--- src/rtl/vr_lsu_pkg.sv ---
// Shared definitions for the load/store unit: access sizes, FSM state codes,
// the latched request record and the alignment rule.
package vr_lsu_pkg;

    localparam logic [1:0] SIZE_BYTE = 2'd0;
    localparam logic [1:0] SIZE_HALF = 2'd1;
    localparam logic [1:0] SIZE_WORD = 2'd2;

    typedef logic [1:0] lsu_state_t;

    localparam lsu_state_t IDLE  = 2'd0;
    localparam lsu_state_t READ  = 2'd1;
    localparam lsu_state_t WRITE = 2'd2;
    localparam lsu_state_t RESP  = 2'd3;

    typedef struct packed {
        logic        we;
        logic [1:0]  size;
        logic        sgn;
        logic [31:0] addr;
        logic [31:0] wdata;
    } lsu_req_t;

    // Size code 3 is undefined and is reported as a misaligned access.
    function automatic logic is_misaligned(input logic [1:0] size, input logic [1:0] lane);
        logic bad;
        case (size)
            SIZE_BYTE: bad = 1'b0;
            SIZE_HALF: bad = lane[0];
            SIZE_WORD: bad = |lane;
            default:   bad = 1'b1;
        endcase
        return bad;
    endfunction

endpackage

--- src/rtl/vr_lane_align.sv ---
// Little-endian lane handling: extracts a sub-word from a loaded word with
// sign/zero extension, and merges store data into the existing word.
module vr_lane_align
    import vr_lsu_pkg::*;
(
    input  logic [31:0] load_word,
    input  logic [31:0] store_word,
    input  logic [31:0] data,
    input  logic [1:0]  size,
    input  logic [1:0]  lane,
    input  logic        sign_ext,
    output logic [31:0] extracted,
    output logic [31:0] merged
);

    logic [31:0] byte_shifted;
    logic [31:0] half_shifted;
    logic [31:0] byte_mask;
    logic [31:0] half_mask;

    always_comb begin
        // NOTE: every output gets a value before the case so no path leaves it unassigned (no latch).
        byte_shifted = load_word >> {lane, 3'b000};
        half_shifted = load_word >> {lane[1], 4'b0000};
        byte_mask    = 32'h0000_00FF << {lane, 3'b000};
        half_mask    = 32'h0000_FFFF << {lane[1], 4'b0000};
        extracted    = load_word;
        merged       = data;

        case (size)
            SIZE_BYTE: begin
                extracted = sign_ext ? {{24{byte_shifted[7]}}, byte_shifted[7:0]}
                                     : {24'h0, byte_shifted[7:0]};
                merged    = (store_word & ~byte_mask)
                          | ({24'h0, data[7:0]} << {lane, 3'b000});
            end
            SIZE_HALF: begin
                extracted = sign_ext ? {{16{half_shifted[15]}}, half_shifted[15:0]}
                                     : {16'h0, half_shifted[15:0]};
                merged    = (store_word & ~half_mask)
                          | ({16'h0, data[15:0]} << {lane[1], 4'b0000});
            end
            default: begin
                extracted = load_word;
                merged    = data;
            end
        endcase
    end

endmodule

--- src/rtl/vr_load_store_unit.sv ---
// Load/store unit between the CPU datapath and the word-wide data memory.
// Sub-word stores read the target word first, then write back the merged word.
module vr_load_store_unit
    import vr_lsu_pkg::*;
#(
    parameter int ADDR_LIMIT = 1024
) (
    input  logic        CLK,
    input  logic        RST,
    input  logic        req_valid,
    output logic        req_ready,
    input  logic        req_we,
    input  logic [1:0]  req_size,
    input  logic        req_signed,
    input  logic [31:0] req_addr,
    input  logic [31:0] req_wdata,
    output logic        resp_valid,
    output logic [31:0] resp_rdata,
    output logic        err_misalign,
    output logic        err_range,
    output logic [31:0] MEM_ADDR,
    output logic        MEM_RW,
    output logic [31:0] MEM_WD,
    input  logic [31:0] MEM_RD
);

    lsu_state_t  state;
    lsu_req_t    req_q;
    logic [31:0] word_q;
    logic        accept;
    logic        misalign_in;
    logic        range_in;
    logic [31:0] load_value;
    logic [31:0] merged_word;

    assign accept      = req_valid && req_ready;
    assign misalign_in = is_misaligned(req_size, req_addr[1:0]);
    assign range_in    = req_addr >= 32'(ADDR_LIMIT);

    vr_lane_align u_align (
        .load_word  (MEM_RD),
        .store_word (word_q),
        .data       (req_q.wdata),
        .size       (req_q.size),
        .lane       (req_q.addr[1:0]),
        .sign_ext   (req_q.sgn),
        .extracted  (load_value),
        .merged     (merged_word)
    );

    // Memory-side outputs depend only on registers, never on req_*.
    assign MEM_ADDR = {req_q.addr[31:2], 2'b00};
    assign MEM_WD   = (state == WRITE) ? merged_word : 32'h0;

    always_ff @(posedge CLK or posedge RST) begin
        if (RST) begin
            state        <= IDLE;
            req_q        <= '0;
            word_q       <= '0;
            req_ready    <= 1'b1;
            resp_valid   <= 1'b0;
            resp_rdata   <= '0;
            err_misalign <= 1'b0;
            err_range    <= 1'b0;
            MEM_RW       <= 1'b0;
        end else begin
            // NOTE: state is updated with non-blocking assignments so every register samples pre-edge values.
            case (state)
                IDLE: begin
                    if (accept) begin
                        req_q     <= '{we: req_we, size: req_size, sgn: req_signed,
                                       addr: req_addr, wdata: req_wdata};
                        req_ready <= 1'b0;
                        if (misalign_in || range_in) begin
                            err_misalign <= misalign_in;
                            err_range    <= !misalign_in && range_in;
                            resp_valid   <= 1'b1;
                            state        <= RESP;
                        end else if (req_we && req_size == SIZE_WORD) begin
                            MEM_RW <= 1'b1;
                            state  <= WRITE;
                        end else begin
                            state <= READ;
                        end
                    end
                end
                READ: begin
                    word_q <= MEM_RD;
                    if (req_q.we) begin
                        MEM_RW <= 1'b1;
                        state  <= WRITE;
                    end else begin
                        resp_rdata <= load_value;
                        resp_valid <= 1'b1;
                        state      <= RESP;
                    end
                end
                WRITE: begin
                    MEM_RW     <= 1'b0;
                    resp_valid <= 1'b1;
                    state      <= RESP;
                end
                RESP: begin
                    resp_valid   <= 1'b0;
                    resp_rdata   <= '0;
                    err_misalign <= 1'b0;
                    err_range    <= 1'b0;
                    req_ready    <= 1'b1;
                    state        <= IDLE;
                end
                default: begin
                    MEM_RW     <= 1'b0;
                    resp_valid <= 1'b0;
                    req_ready  <= 1'b1;
                    state      <= IDLE;
                end
            endcase
        end
    end

endmodule

--- config.mk ---
export PLATFORM = sky130hd
export DESIGN_NAME = vr_load_store_unit
export DESIGN_NICKNAME = d
export VERILOG_FILES = /design/src/rtl/vr_lsu_pkg.sv /design/src/rtl/vr_lane_align.sv /design/src/rtl/vr_load_store_unit.sv
export SDC_FILE = /design/constraint.sdc
export NUM_CORES = 1
export LEC_CHECK = 0
export CORE_ASPECT_RATIO = 1.1
export CORE_UTILIZATION = 48
export CTS_BUF_LIST = sky130_fd_sc_hd__clkbuf_16
export DETAILED_ROUTE_END_ITERATION = 16
export GPL_ROUTABILITY_DRIVEN = 0
export PLACE_DENSITY = 0.87
export SLEW_MARGIN = 20
export SYNTH_ARGS = -nofsm -noshare
export SYNTH_HDL_FRONTEND = slang
export SYNTH_SLANG_ARGS = --single-unit
--- constraint.sdc ---
create_clock -name CLK -period 5.92 [get_ports CLK]
set_clock_uncertainty 0.05 [all_clocks]
set_input_delay 1.776 -clock CLK [delete_from_list [all_inputs] [get_ports CLK]]
set_output_delay 1.776 -clock CLK [all_outputs]
set_load 0.02 [all_outputs]
Word-level counts from Yosys, hierarchy flattened

Cells that the tools add are included.

Add/subtract/negate cells: 0
Multipliers: 0
Divide/modulo/power cells: 0
Magnitude comparators: 1
Eq/ne operators: 12
Shift operators: 6
Multiplexer cells: 30
Bitwise gates (word level): 6
Reductions and logical operators: 18

Operator list:

| kind                  | count |
|---|---|
| $pmux 32 s2           | 3 |
| $mux 32               | 4 |
| $and 32x32->32        | 2 |
| $not 32->32           | 2 |
| $or 32x32->32         | 2 |
| $ge 32x11->1 const B  | 1 |
| $shl 16x5->32         | 1 |
| $shl 16x5->32 const A | 1 |
| $shl 8x5->32          | 1 |
| $shl 8x5->32 const A  | 1 |
| $shr 32x5->16         | 1 |
| $shr 32x5->8          | 1 |
| $mux 1                | 13 |
| $ne 2x2->1 const B    | 6 |
| $pmux 2 s4            | 1 |
| $eq 2x1->1 const B    | 3 |
| $eq 2x2->1 const B    | 3 |
| $logic_not 2->1       | 3 |
| $mux 2                | 3 |
| $pmux 1 s2            | 3 |
| $pmux 1 s3            | 2 |
| $reduce_and 2->1      | 3 |
| $reduce_and 3->1      | 2 |
| $reduce_and 5->1      | 1 |
| other kinds (7)       | 10 |

Bits in registers: 139
Bits in latches: 0
RAM bits: 0
Memory bits (read-only): 0
Input port bits: 103
Output and inout port bits: 101
Logic and storage cells: 86
Memories kept: 0

Longest topological paths before layout

Gate-level depths: netlist of the first run.

Depth in word-level cells: 7
Gate-level depth with buffers: 8
Mapped depth without buffers: 6

By module

From an unflattened synthesis of the first run, not the netlist that was laid out.

Cells, all modules: 806
Area total of the unflattened synthesis: 7519.7 sq um

By module, submodules not included:

| module             | times used | cells each | area each (sq um) | seq. area each (sq um) |
|---|---|---|---|---|
| vr_load_store_unit | 1          | 563        | 5866.9            | 3479.6 |
| vr_lane_align      | 1          | 243        | 1652.8            | 0.0 |

Worst setup path before layout of the first run

No wires, ideal clock.

Path kind: register -> output
Start point: register req_q[33] in the netlist's numbering
End point: output MEM_WD[16]
Arrival time: 1.758 ns
Required time: 4.094 ns
Slack: 2.336 ns
Stages on the path, launching flop included: 6
Path buffers: 3
Path through: dfrtp_1 -> buf_2 -> buf_2 -> buf_2 -> nand3_1 -> a311oi_1

Word-level cells in the longest chain between the ends: 6

Ends and longest elaborated chain:

| item                                          | line                                     | source |
|---|---|---|
| from (decl)                                   | vr_load_store_unit.sv:28                 | `lsu_req_t req_q;` |
| from (signal assigned)                        | vr_load_store_unit.sv:71                 | `req_q <= '{we: req_we, size: req_size, sgn: req_signed,` |
| $shl 16x5->32 or $shl 8x5->32 (tied branches) | vr_lane_align.sv:26, vr_lane_align.sv:25 |  |
| $not 32->32 (on tied branches)                | vr_lane_align.sv:40, vr_lane_align.sv:34 |  |
| $and 32x32->32 (on tied branches)             | vr_lane_align.sv:40, vr_lane_align.sv:34 |  |
| $or 32x32->32 (on tied branches)              | vr_lane_align.sv:41, vr_lane_align.sv:35 |  |
| $pmux 32 s2 (*)                               | vr_lane_align.sv:30                      | `case (size)` |
| $mux 32 (*)                                   | vr_load_store_unit.sv:53                 | `assign MEM_WD = (state == WRITE) ? merged_word : 32'h0;` |
| to (decl)                                     | vr_load_store_unit.sv:23                 | `output logic [31:0] MEM_WD,` |

Every way passes the cells marked *; elsewhere a longest branch is shown, timed or not.

Final worst setup path of the first run

Start point: register req_q[32] in the netlist's numbering
End point: output MEM_WD[15]

Word-level cells in the longest chain between the ends: 6

Ends and longest elaborated chain:

| item              | line                     | source |
|---|---|---|
| $shl 8x5->32      | vr_lane_align.sv:25      | `byte_mask = 32'h0000_00FF << {lane, 3'b000};` |
| $not 32->32       | vr_lane_align.sv:34      | `merged = (store_word & ~byte_mask)` |
| $and 32x32->32    | vr_lane_align.sv:34      |  |
| $or 32x32->32 (*) | vr_lane_align.sv:35      | `\| ({24'h0, data[7:0]} << {lane, 3'b000});` |
| $pmux 32 s2 (*)   | vr_lane_align.sv:30      |  |
| $mux 32 (*)       | vr_load_store_unit.sv:53 |  |

Marks and branches as above.

==> impl_metrics.env, run 1 <==
export IMPL_start_kind="flop"
export IMPL_finalCoreUtilization_pct=66.93
export IMPL_r2r_setup_slack_ns=3.34
export IMPL_r2r_start="req_q[33]$_DFFE_PP0P_"
export IMPL_min_path_cells=2
export IMPL_power_density_nw_per_um2=580.8
export IMPL_synthArstFlopShare_pct=100.0
export IMPL_cap_violations=0
export IMPL_hold_path_endpoint="MEM_ADDR[4]$_DFFE_PP0P_"
export IMPL_grt_start_max_net_pins=68
export IMPL_drtIter0Drc=592
export IMPL_cts_tree="done"
export IMPL_dpl_cell_count=1102
export IMPL_slew_headroom_pct=34.96
export IMPL_hold_viol_final=0
export IMPL_first_pass_iters=6
export IMPL_worstMarginPinSlew_ns=0.9756
export IMPL_cts_root_buffer="clkbuf_16"
export IMPL_setup_tns_final_ns=0
export IMPL_postCtsSetupBuffers=0
export IMPL_ys_ff_latch=139
export IMPL_hold_path_class="reg2reg"
export IMPL_core_area_um2=14560
export IMPL_clock_latency_ns=0.43
export IMPL_routedWlPerCell_um=18.71
export IMPL_most_common_layout_cells="236 x nand2_1, 201 x clkdlybuf4s50_1, 138 x dfrtp_1"
export IMPL_pre_cts_ws_ns=1.524
export IMPL_grt_usage_pct=28.34
export IMPL_avgViaCountPerCell=5.739
export IMPL_cts_resized=0
export IMPL_clockBufferDepth=2
export IMPL_final_setup_viol_count=0
export IMPL_synth_edff_count=0
export IMPL_ys_warn_count=0
export IMPL_seq_area_frac_synth_pct=48.32
export IMPL_rr_worst_depth=5
export IMPL_clk_pin_slew_worst_paths_ns=0.06
export IMPL_cp_slowest_stage_delay_ns=0.76
export IMPL_rows=46
export IMPL_port_buffers=201
export IMPL_fin_nets=1037
export IMPL_hpwlAfterDp_um=15000
export IMPL_worstPathRequired_ns=4.09
export IMPL_wirelength_um=21220
export IMPL_worstHoldStart="MEM_ADDR[4]$_DFFE_PP0P_"
export IMPL_dieArea_um2=15500
export IMPL_synthCells=783
export IMPL_period_share_pct=82.81
export IMPL_num_vias=6508
export IMPL_status="finished, final reports clean"
export IMPL_r2r_end="resp_rdata[21]$_DFFE_PP0P_"
export IMPL_rsz0062_at_grt="no"
export IMPL_grt_overflow_total=0
export IMPL_antenna_cells=0
export IMPL_total_power_mw=5.661
export IMPL_final_common_cell="nand2_1"
export IMPL_slew_violations=0
export IMPL_ant_nets=0
export IMPL_max_freq_mhz=204.0
export IMPL_synthToLayoutAreaGrowth_pct=35.34
export IMPL_worstSetupPathType="reg2out"
export IMPL_syn_area_um2=7201
export IMPL_initial_core_util_pct=49.45
export IMPL_hold_buffers=0
export IMPL_ios=204
export IMPL_crit_path_cell_trace="nor2b_1, mux2i_1, a2bb2oi_1, a21oi_1, clkdlybuf4s50_1"
export IMPL_htree_levels=4
export IMPL_grt_pass1_wl_um=33480
export IMPL_drive_gt1_share_pct=10.40
export IMPL_fin_crit_ns=4.902
export IMPL_clock_sinks=139
export IMPL_die_h_um=130.5
export IMPL_cts_buffers=17
export IMPL_fin_cells=1134
export IMPL_worst_ep_arrival_time_ns=3.08
export IMPL_antenna_found_initial=0
export IMPL_drc=0
export IMPL_grt_pass1_vias=6417
export IMPL_synth_cell_types=51
export IMPL_total_leakage_power_nw=4.390
export IMPL_synthFlopType="dfrtp_1"
export IMPL_critPathCaptureType="output pin"
export IMPL_irDropWorstVdd_mv=0.2965
export IMPL_cpMaxStageDelayCell="nor2b_1"
export IMPL_n_fill_cell=1131
export IMPL_die_width_um=118.8
export IMPL_layout_setup_ws_ns=1.018
export IMPL_path_buf_inv=1
export IMPL_cp_top_family="simple AND/OR/NAND/NOR gates"
export IMPL_cp_max_fo=16
export IMPL_synth_avg_cell_area_um2=9.196
sequential cells by signal (all words and copies together) (netlist names):
| name | flops |
|---|---|
| MEM_RW | 1 |
| resp_valid | 1 |
| word_q | 32 |
| req_ready | 1 |
| req_q | 38 |
| state | 2 |
| err_range | 1 |
| resp_rdata | 32 |
| MEM_ADDR | 30 |
| err_misalign | 1 |
cells in the mapped netlist, types with 2 or more instances:
master     number  area share, %
a211oi_1        3           0.31
a21o_1          6           0.63
a21oi_1        26            1.8
a221o_1         6           0.83
a221o_2        10            1.6
a221oi_1        9            1.1
a22o_1          7           0.85
a2bb2oi_1       7           0.85
a311oi_1        8           0.97
a32o_1          7           0.97
and2_1          4           0.35
and2b_1         2           0.21
and3_1          2           0.17
buf_1           6           0.31
buf_2           5           0.35
buf_4          32            3.3
clkbuf_1       42            2.2
dfrtp_1       138             48
ha_1            5           0.87
inv_1          12           0.63
mux2_2         33            5.2
mux2i_1        23            3.2
nand2_1       236             12
nand2b_1        2           0.17
nand3_1        12           0.83
nand3b_1        2           0.21
nor2_1         30            1.6
nor2b_1        12            1.0
nor3_1          5           0.35
nor4_1          7           0.61
o211a_1         9            1.3
o211ai_1        2           0.21
o21ai_0        42            2.9
o21bai_1        6           0.63
o31ai_1         3           0.31
or3_1           7           0.61
power by group:
part | switching, mW | internal [mW]
clock | 0.420 | 0.747
combinational | 1.48 | 1.25
sequential | 0.387 | 1.37
layer usage:
layer | global-route usage [%] | part of all wire [%] | vias up
met5 | 0 | 0 | -
met4 | 13.18 | 4.0 | 0
met3 | 8.116 | 9.0 | 71
met2 | 45.44 | 46 | 369
met1 | 35.79 | 41 | 3108
li1 | - | - | 2960
how the worst max path moves through the flow:
stage,end,cells past startpoint,slack (ns),from
global placement,MEM_WD[15],5,1.63,req_q[32]$_DFFE_PP0P_
global route,MEM_WD[15],5,0.87,req_q[32]$_DFFE_PP0P_
finish,MEM_WD[15],5,1.02,req_q[32]$_DFFE_PP0P_
CTS,MEM_WD[15],5,1.07,req_q[32]$_DFFE_PP0P_
detailed placement,MEM_WD[15],5,1.52,req_q[32]$_DFFE_PP0P_
floorplan,MEM_ADDR[10]$_DFFE_PP0P_,1,0.37,RST
stage by stage:
stage          hold WS, ns  area [um2]
2_1_floorplan       0.3967        7204
3_3_place_gp        0.4066        9097
3_5_place_dp        0.4118        9097
4_1_cts             0.4256        9743
5_1_grt             0.4524        9746
6_report            0.4221        9746
cells by family (layout without fill, tap and decap cells):
| group | after synthesis | after routing | synth area share (%) |
|---|---|---|---|
| AND/OR/NAND/NOR | 326 | 326 | 18.92 |
| AO/OA/AOI/OAI | 156 | 156 | 16.09 |
| buffers and inverters | 99 | 257 | 7.020 |
| flip-flops | 139 | 139 | 48.32 |
| other | 1 | 2 | 0.05208 |
| multiplexers | 57 | 57 | 8.723 |
| adder cells (fa/ha/maj) | 5 | 5 | 0.8688 |
tightest hold or removal path, delay by kind of cell, from the launching register on:
family	cells	cell delay, ns
AND/OR/NAND/NOR	2	0.10
flip-flops	1	0.34
cell type report:
| type | count | area [um2] | area share (%) |
|---|---|---|---|
| clock inverters | 15 | 220.2 | 2.260 |
| flip-flops and latches | 139 | 3480 | 35.70 |
| clock buffers | 17 | 425.4 | 4.365 |
| inverters | 13 | 53.80 | 0.5521 |
| multi-input cells | 546 | 3232 | 33.16 |
| repair buffers | 212 | 2095 | 21.49 |
| well taps | 192 | 240.2 | 2.465 |
Power figures use the tool's default switching activity.
==> run 2, diff against run 1 <==
--- a/config.mk
+++ b/config.mk
@@ -6,11 +6,11 @@
 export NUM_CORES = 1
 export LEC_CHECK = 0
 export CORE_ASPECT_RATIO = 1.1
-export CORE_UTILIZATION = 48
+export CORE_UTILIZATION = 44
 export CTS_BUF_LIST = sky130_fd_sc_hd__clkbuf_16
 export DETAILED_ROUTE_END_ITERATION = 16
 export GPL_ROUTABILITY_DRIVEN = 0
-export PLACE_DENSITY = 0.87
+export PLACE_DENSITY = 0.85
 export SLEW_MARGIN = 20
 export SYNTH_ARGS = -nofsm -noshare
 export SYNTH_HDL_FRONTEND = slang
==> constraint.sdc (replaced) <==
create_clock -name CLK -period 4.35 [get_ports CLK]
set_clock_uncertainty 0.05 [all_clocks]
set_input_delay 1.305 -clock CLK [delete_from_list [all_inputs] [get_ports CLK]]
set_output_delay 1.305 -clock CLK [all_outputs]
set_load 0.02 [all_outputs]
==> run 2 against run 1 <==
Sequential share of layout area shrank 0.37 points. Critical endpoint is now MEM_WD[18]. Register-to-register slack lost 1.7 ns. First-iteration DRC count down 3.7%. Routed wire length is 0.67% higher. Clock-buffer cell count is the same. Setup slack got worse by 0.82 ns. Core utilization down 4.8 points.
==> impl_metrics.env, run 2 (synthesis gave the netlist of run 1 again) <==
export IMPL_status="finished, final reports clean"
export IMPL_top_register="req_q"
export IMPL_reg_top3="req_q (38), resp_rdata (32), word_q (32)"
export IMPL_cts_tree="done"
export IMPL_largest_reg_flops=38
export IMPL_die_width_um=124.0
export IMPL_cp_top_family="buffers and inverters"
export IMPL_holdWs_ns=0.4285
export IMPL_hpwlAfterDp_um=15610
export IMPL_num_vias=6441
export IMPL_irDropWorstVdd_mv=0.4582
export IMPL_period_share_pct=95.54
export IMPL_cts_root_buffer="clkbuf_16"
export IMPL_n_fill_cell=1323
export IMPL_cpMaxStageDelayCell="clkdlybuf4s50_1"
export IMPL_antenna_cells=0
export IMPL_cp_common_cell="nand2_1"
export IMPL_start_kind="flop"
export IMPL_hold_viol_final=0
export IMPL_grt_usage_pct=25.97
export IMPL_worst_ep_arrival_time_ns=2.80
export IMPL_core_area_um2=15860
export IMPL_cts_buffers=17
export IMPL_worstSetupPathType="reg2out"
export IMPL_drive_gt1_share_pct=11.05
export IMPL_total_leakage_power_nw=4.431
export IMPL_postCtsSetupBuffers=0
export IMPL_synthToLayoutAreaGrowth_pct=36.80
export IMPL_clock_latency_ns=0.43
export IMPL_cts_resized=0
export IMPL_most_common_layout_cells="236 x nand2_1, 201 x clkdlybuf4s50_1, 137 x dfrtp_1"
export IMPL_worstMarginPinSlew_ns=1.068
export IMPL_grt_pass1_wl_um=32780
export IMPL_ant_nets=0
export IMPL_grt_pass1_vias=6136
export IMPL_antenna_found_initial=0
export IMPL_worstPathRequired_ns=2.99
export IMPL_htree_levels=4
export IMPL_die_h_um=136.2
export IMPL_slew_headroom_pct=28.56
export IMPL_clockBufferDepth=2
export IMPL_fin_crit_ns=4.156
export IMPL_crit_path_cell_trace="buf_4, or2b_1, nand2_1, nand2_1, a311oi_1, clkdlybuf4s50_1"
export IMPL_rsz0062_at_grt="no"
export IMPL_clock_sinks=139
export IMPL_port_buffers=201
export IMPL_max_freq_mhz=240.6
export IMPL_routedWlPerCell_um=18.57
export IMPL_first_pass_iters=5
export IMPL_power_density_nw_per_um2=786.6
export IMPL_dieArea_um2=16880
export IMPL_path_buf_inv=2
export IMPL_rows=48
export IMPL_cp_slowest_stage_delay_ns=0.66
export IMPL_clk_pin_slew_worst_paths_ns=0.06
export IMPL_cap_violations=0
export IMPL_drc=0
export IMPL_fin_nets=1045
export IMPL_grt_overflow_total=0
export IMPL_critPathCaptureType="output pin"
export IMPL_final_setup_viol_count=0
export IMPL_final_common_cell="nand2_1"
export IMPL_avgViaCountPerCell=5.601
export IMPL_hold_path_class="reg2reg"
export IMPL_hold_buffers=0
export IMPL_drtIter0Drc=570
export IMPL_grt_start_max_net_pins=65
export IMPL_cp_max_fo=15
export IMPL_wirelength_um=21360
export IMPL_setup_tns_final_ns=0
export IMPL_slew_violations=0
export IMPL_ios=204
export IMPL_initial_core_util_pct=45.42
-- run 2: stage by stage --
stage	total power, mW	instance area, um2	setup slack [ns]	cells	utilization (%)
2_1_floorplan	4.791	7208	1.237	784	-
3_3_place_gp	6.025	9196	0.5902	1117	58.00
3_5_place_dp	6.123	9204	0.5461	1117	58.05
4_1_cts	7.714	9836	0.09693	1149	62.03
5_1_grt	8.182	9851	0.02693	1150	62.13
6_report	7.748	9851	0.1940	1150	62.13
-- run 2: final timing paths --
| check | startpoint | endpoint | slack (ns) | cells after the start |
|---|---|---|---|---|
| worst max register to register | state[1]$_DFFE_PP0P_ | resp_rdata[22]$_DFFE_PP0P_ | 1.64 | 6 |
| worst min register to register | MEM_ADDR[19]$_DFFE_PP0P_ | MEM_ADDR[19]$_DFFE_PP0P_ | 0.43 | 2 |
| max in group asynchronous | RST | req_q[8]$_DFFE_PP0P_ | 2.13 | 3 |
| worst max-delay path | req_q[65]$_DFFE_PP0P_ | MEM_WD[18] | 0.19 | 6 |
| min in group asynchronous | RST | resp_rdata[3]$_DFFE_PP0P_ | 1.34 | 2 |
| worst min-delay path | MEM_ADDR[19]$_DFFE_PP0P_ | MEM_ADDR[19]$_DFFE_PP0P_ | 0.43 | 2 |
-- run 2: cell type report --
type | instances | area, um2 | area share, %
timing repair buffer | 219 | 2185 | 22.18
sequential | 139 | 3481 | 35.34
clock inverter | 15 | 206.4 | 2.096
multi-input combinational | 546 | 3239 | 32.88
inverter | 13 | 56.30 | 0.5716
timing repair inverter | 1 | 7.507 | 0.07621
tap | 200 | 250.2 | 2.540
clock buffer | 17 | 425.4 | 4.319
-- run 2: power breakdown --
| part | switching [mW] | total [mW] | internal, mW |
|---|---|---|---|
| combinational | 2.05 | 3.80 | 1.75 |
| sequential | 0.520 | 2.39 | 1.87 |
| clock | 0.553 | 1.56 | 1.01 |
-- run 2: metal layers --
| metal | routed length, um | up-vias | part of all wire [%] | track usage, % |
|---|---|---|---|---|
| met5 | 0 | - | 0 | 0 |
| met4 | 740 | 0 | 3.5 | 10.91 |
| met3 | 1965 | 59 | 9.2 | 7.508 |
| met2 | 9789 | 327 | 46 | 40.62 |
| met1 | 8864 | 3081 | 41 | 33.46 |
| li1 | - | 2974 | - | - |
-- run 2: worst reg2reg max path, stage by stage, from the launching register on --
cell,delay [ns]
dfrtp_1,0.42
inv_1,0.13
ha_1,0.40
and2b_1,0.32
nand2b_1,0.18
nor2_1,0.84
a221o_2,0.31
==> run 3, diff against run 2 <==
--- a/config.mk
+++ b/config.mk
@@ -10,7 +10,7 @@
 export CTS_BUF_LIST = sky130_fd_sc_hd__clkbuf_16
 export DETAILED_ROUTE_END_ITERATION = 16
 export GPL_ROUTABILITY_DRIVEN = 0
-export PLACE_DENSITY = 0.85
+export PLACE_DENSITY = 0.81
 export SLEW_MARGIN = 20
 export SYNTH_ARGS = -nofsm -noshare
 export SYNTH_HDL_FRONTEND = slang
==> run 3 against run 2 <==
Total power decreased by 1.8%. First-iteration DRC count decreased by 13%. Core utilization decreased by 0.50 points. Setup slack improved by 0.014 ns. Highest routed layer unchanged. Sequential cell count unchanged. Sequential power about the same. Via count increased by 0.34%. Routed wire length increased by 1.7%. Largest power group unchanged. Cell area decreased by 0.81%. Worst hold slack got worse by 0.0058 ns.
==> impl_metrics.env, run 3 (synthesis gave the netlist of run 1 again) <==
export IMPL_hold_path_class="reg2reg"
export IMPL_multi_input_area_um2=3232
export IMPL_rows=48
export IMPL_hold_viol_final=0
export IMPL_cts_tree="done"
export IMPL_ant_nets=0
export IMPL_clk_pin_slew_worst_paths_ns=0.06
export IMPL_grt_start_max_net_pins=87
export IMPL_cpMaxStageDelayCell="clkdlybuf4s50_1"
export IMPL_final_setup_viol_count=0
export IMPL_setup_tns_final_ns=0
export IMPL_worst_ep_arrival_time_ns=2.79
export IMPL_die_h_um=136.2
export IMPL_clock_latency_ns=0.42
export IMPL_initial_core_util_pct=45.42
export IMPL_critPathCaptureType="output pin"
export IMPL_drive_gt1_share_pct=10.65
export IMPL_cap_violations=0
export IMPL_power_density_nw_per_um2=778.6
export IMPL_cp_common_cell="nand2_1"
export IMPL_cp_slowest_stage_delay_ns=0.66
export IMPL_total_power_mw=7.607
export IMPL_antenna_cells=0
export IMPL_fin_crit_ns=4.142
export IMPL_grt_pass1_wl_um=33320
export IMPL_cp_max_fo=10
export IMPL_final_common_cell="nand2_1"
export IMPL_port_buffers=201
export IMPL_ios=204
export IMPL_period_share_pct=95.22
export IMPL_clockBufferDepth=2
export IMPL_total_leakage_power_nw=4.368
export IMPL_largest_reg_flops=38
export IMPL_grt_pass1_vias=6231
export IMPL_clock_sinks=139
export IMPL_start_kind="flop"
export IMPL_avgViaCountPerCell=5.630
export IMPL_most_common_layout_cells="236 x nand2_1, 201 x clkdlybuf4s50_1, 138 x dfrtp_1"
export IMPL_grt_usage_pct=26.58
export IMPL_htree_levels=4
export IMPL_top_register="req_q"
export IMPL_rr_worst_depth=6
export IMPL_grt_overflow_total=0
export IMPL_postCtsSetupBuffers=0
export IMPL_n_fill_cell=1379
export IMPL_worstMarginPinSlew_ns=1.139
export IMPL_slew_headroom_pct=23.78
export IMPL_wirelength_um=21730
export IMPL_drtIter0Drc=497
export IMPL_worstPathRequired_ns=2.99
export IMPL_reg_top3="req_q (38), resp_rdata (32), word_q (32)"
export IMPL_drc=0
export IMPL_slew_violations=0
export IMPL_antenna_found_initial=1
export IMPL_regArea_um2=3480
export IMPL_pre_cts_ws_ns=0.4952
export IMPL_hpwlAfterDp_um=15600
export IMPL_rsz0062_at_grt="no"
export IMPL_status="finished, final reports clean"
export IMPL_fin_nets=1044
export IMPL_die_width_um=124.0
export IMPL_holdWs_ns=0.4228
export IMPL_max_freq_mhz=241.4
export IMPL_min_path_cells=2
export IMPL_core_area_um2=15860
export IMPL_irDropWorstVdd_mv=0.3879
export IMPL_cts_root_buffer="clkbuf_16"
export IMPL_first_pass_iters=5
export IMPL_num_vias=6463
export IMPL_synthToLayoutAreaGrowth_pct=35.69
export IMPL_dieArea_um2=16880
export IMPL_layout_setup_ws_ns=0.2080
export IMPL_crit_path_cell_trace="buf_4, or2b_1, nand2_1, nand2_1, a311oi_1, clkdlybuf4s50_1"
export IMPL_finalCoreUtilization_pct=61.62
export IMPL_cts_buffers=17
export IMPL_worstSetupPathType="reg2out"
export IMPL_routedWlPerCell_um=18.92
-- run 3: cell count changes in the layout (fill, tap and decap cells not counted), moves of 2 or more --
| cell | previous run | this run |
|---|---|---|
| clkinv_2 | 4 | 1 |
| clkinv_1 | 1 | 4 |
| clkinvlp_4 | 4 | 9 |
| clkinv_4 | 2 | 0 |
| inv_1 | 12 | 10 |
| bufinv_16 | 5 | 3 |
-- run 3: critical path: cells and delay by family, from the launching register on --
| kind | cells | cell delay [ns] |
|---|---|---|
| AO/OA/AOI/OAI | 1 | 0.31 |
| buffers and inverters | 2 | 0.86 |
| flip-flops | 1 | 0.51 |
| AND/OR/NAND/NOR | 3 | 0.68 |
-- run 3: metal layers --
| layer | vias to the layer above | track usage (%) | share of wire (%) |
|---|---|---|---|
| met3 | 61 | 7.970 | 9.4 |
| li1 | 2986 | - | - |
| met4 | 0 | 12.63 | 3.7 |
| met5 | - | 0 | 0 |
| met2 | 330 | 42.04 | 46 |
| met1 | 3086 | 33.06 | 41 |
-- run 3: layout make-up --
class                   count  share of cell area (%)
repair buffers            218                   22.15
flip-flops and latches    139                   35.61
clock buffers              17                   4.354
multi-input cells         546                   33.08
repair inverters            1                 0.07683
clock inverters            14                   1.588
inverters                  13                  0.5763
well taps                 200                   2.561
-- run 3: repair_timing --
action / 4_1_cts / 5_1_grt
gates resized for setup: 0 / 3
hold buffers: 0 / 0
endpoints found under the setup margin: 0 / 14
endpoints found under the hold margin: 0 / 0
-- run 3: metrics by stage --
stage          area (um2)  cells
5_1_grt              9771   1148
2_1_floorplan        7208    784
3_5_place_dp         9176   1116
4_1_cts              9757   1147
3_3_place_gp         9176   1116
6_report             9771   1148
-- run 3: worst paths after layout --
| kind | from | endpoint | slack, ns |
|---|---|---|---|
| max | req_q[32]$_DFFE_PP0P_ | MEM_WD[19] | 0.21 |
| min in group asynchronous | RST | resp_rdata[11]$_DFFE_PP0P_ | 1.25 |
| max reg2reg | state[1]$_DFFE_PP0P_ | resp_rdata[22]$_DFFE_PP0P_ | 1.94 |
| min | MEM_ADDR[3]$_DFFE_PP0P_ | MEM_ADDR[3]$_DFFE_PP0P_ | 0.42 |
| min reg2reg | MEM_ADDR[3]$_DFFE_PP0P_ | MEM_ADDR[3]$_DFFE_PP0P_ | 0.42 |
| max in group asynchronous | RST | req_q[17]$_DFFE_PP0P_ | 2.17 |
-- run 3: where the power goes --
part	total [mW]	switching, mW	internal, mW
Clock	1.43	0.549	0.886
Sequential	2.36	0.491	1.87
Combinational	3.81	2.08	1.73
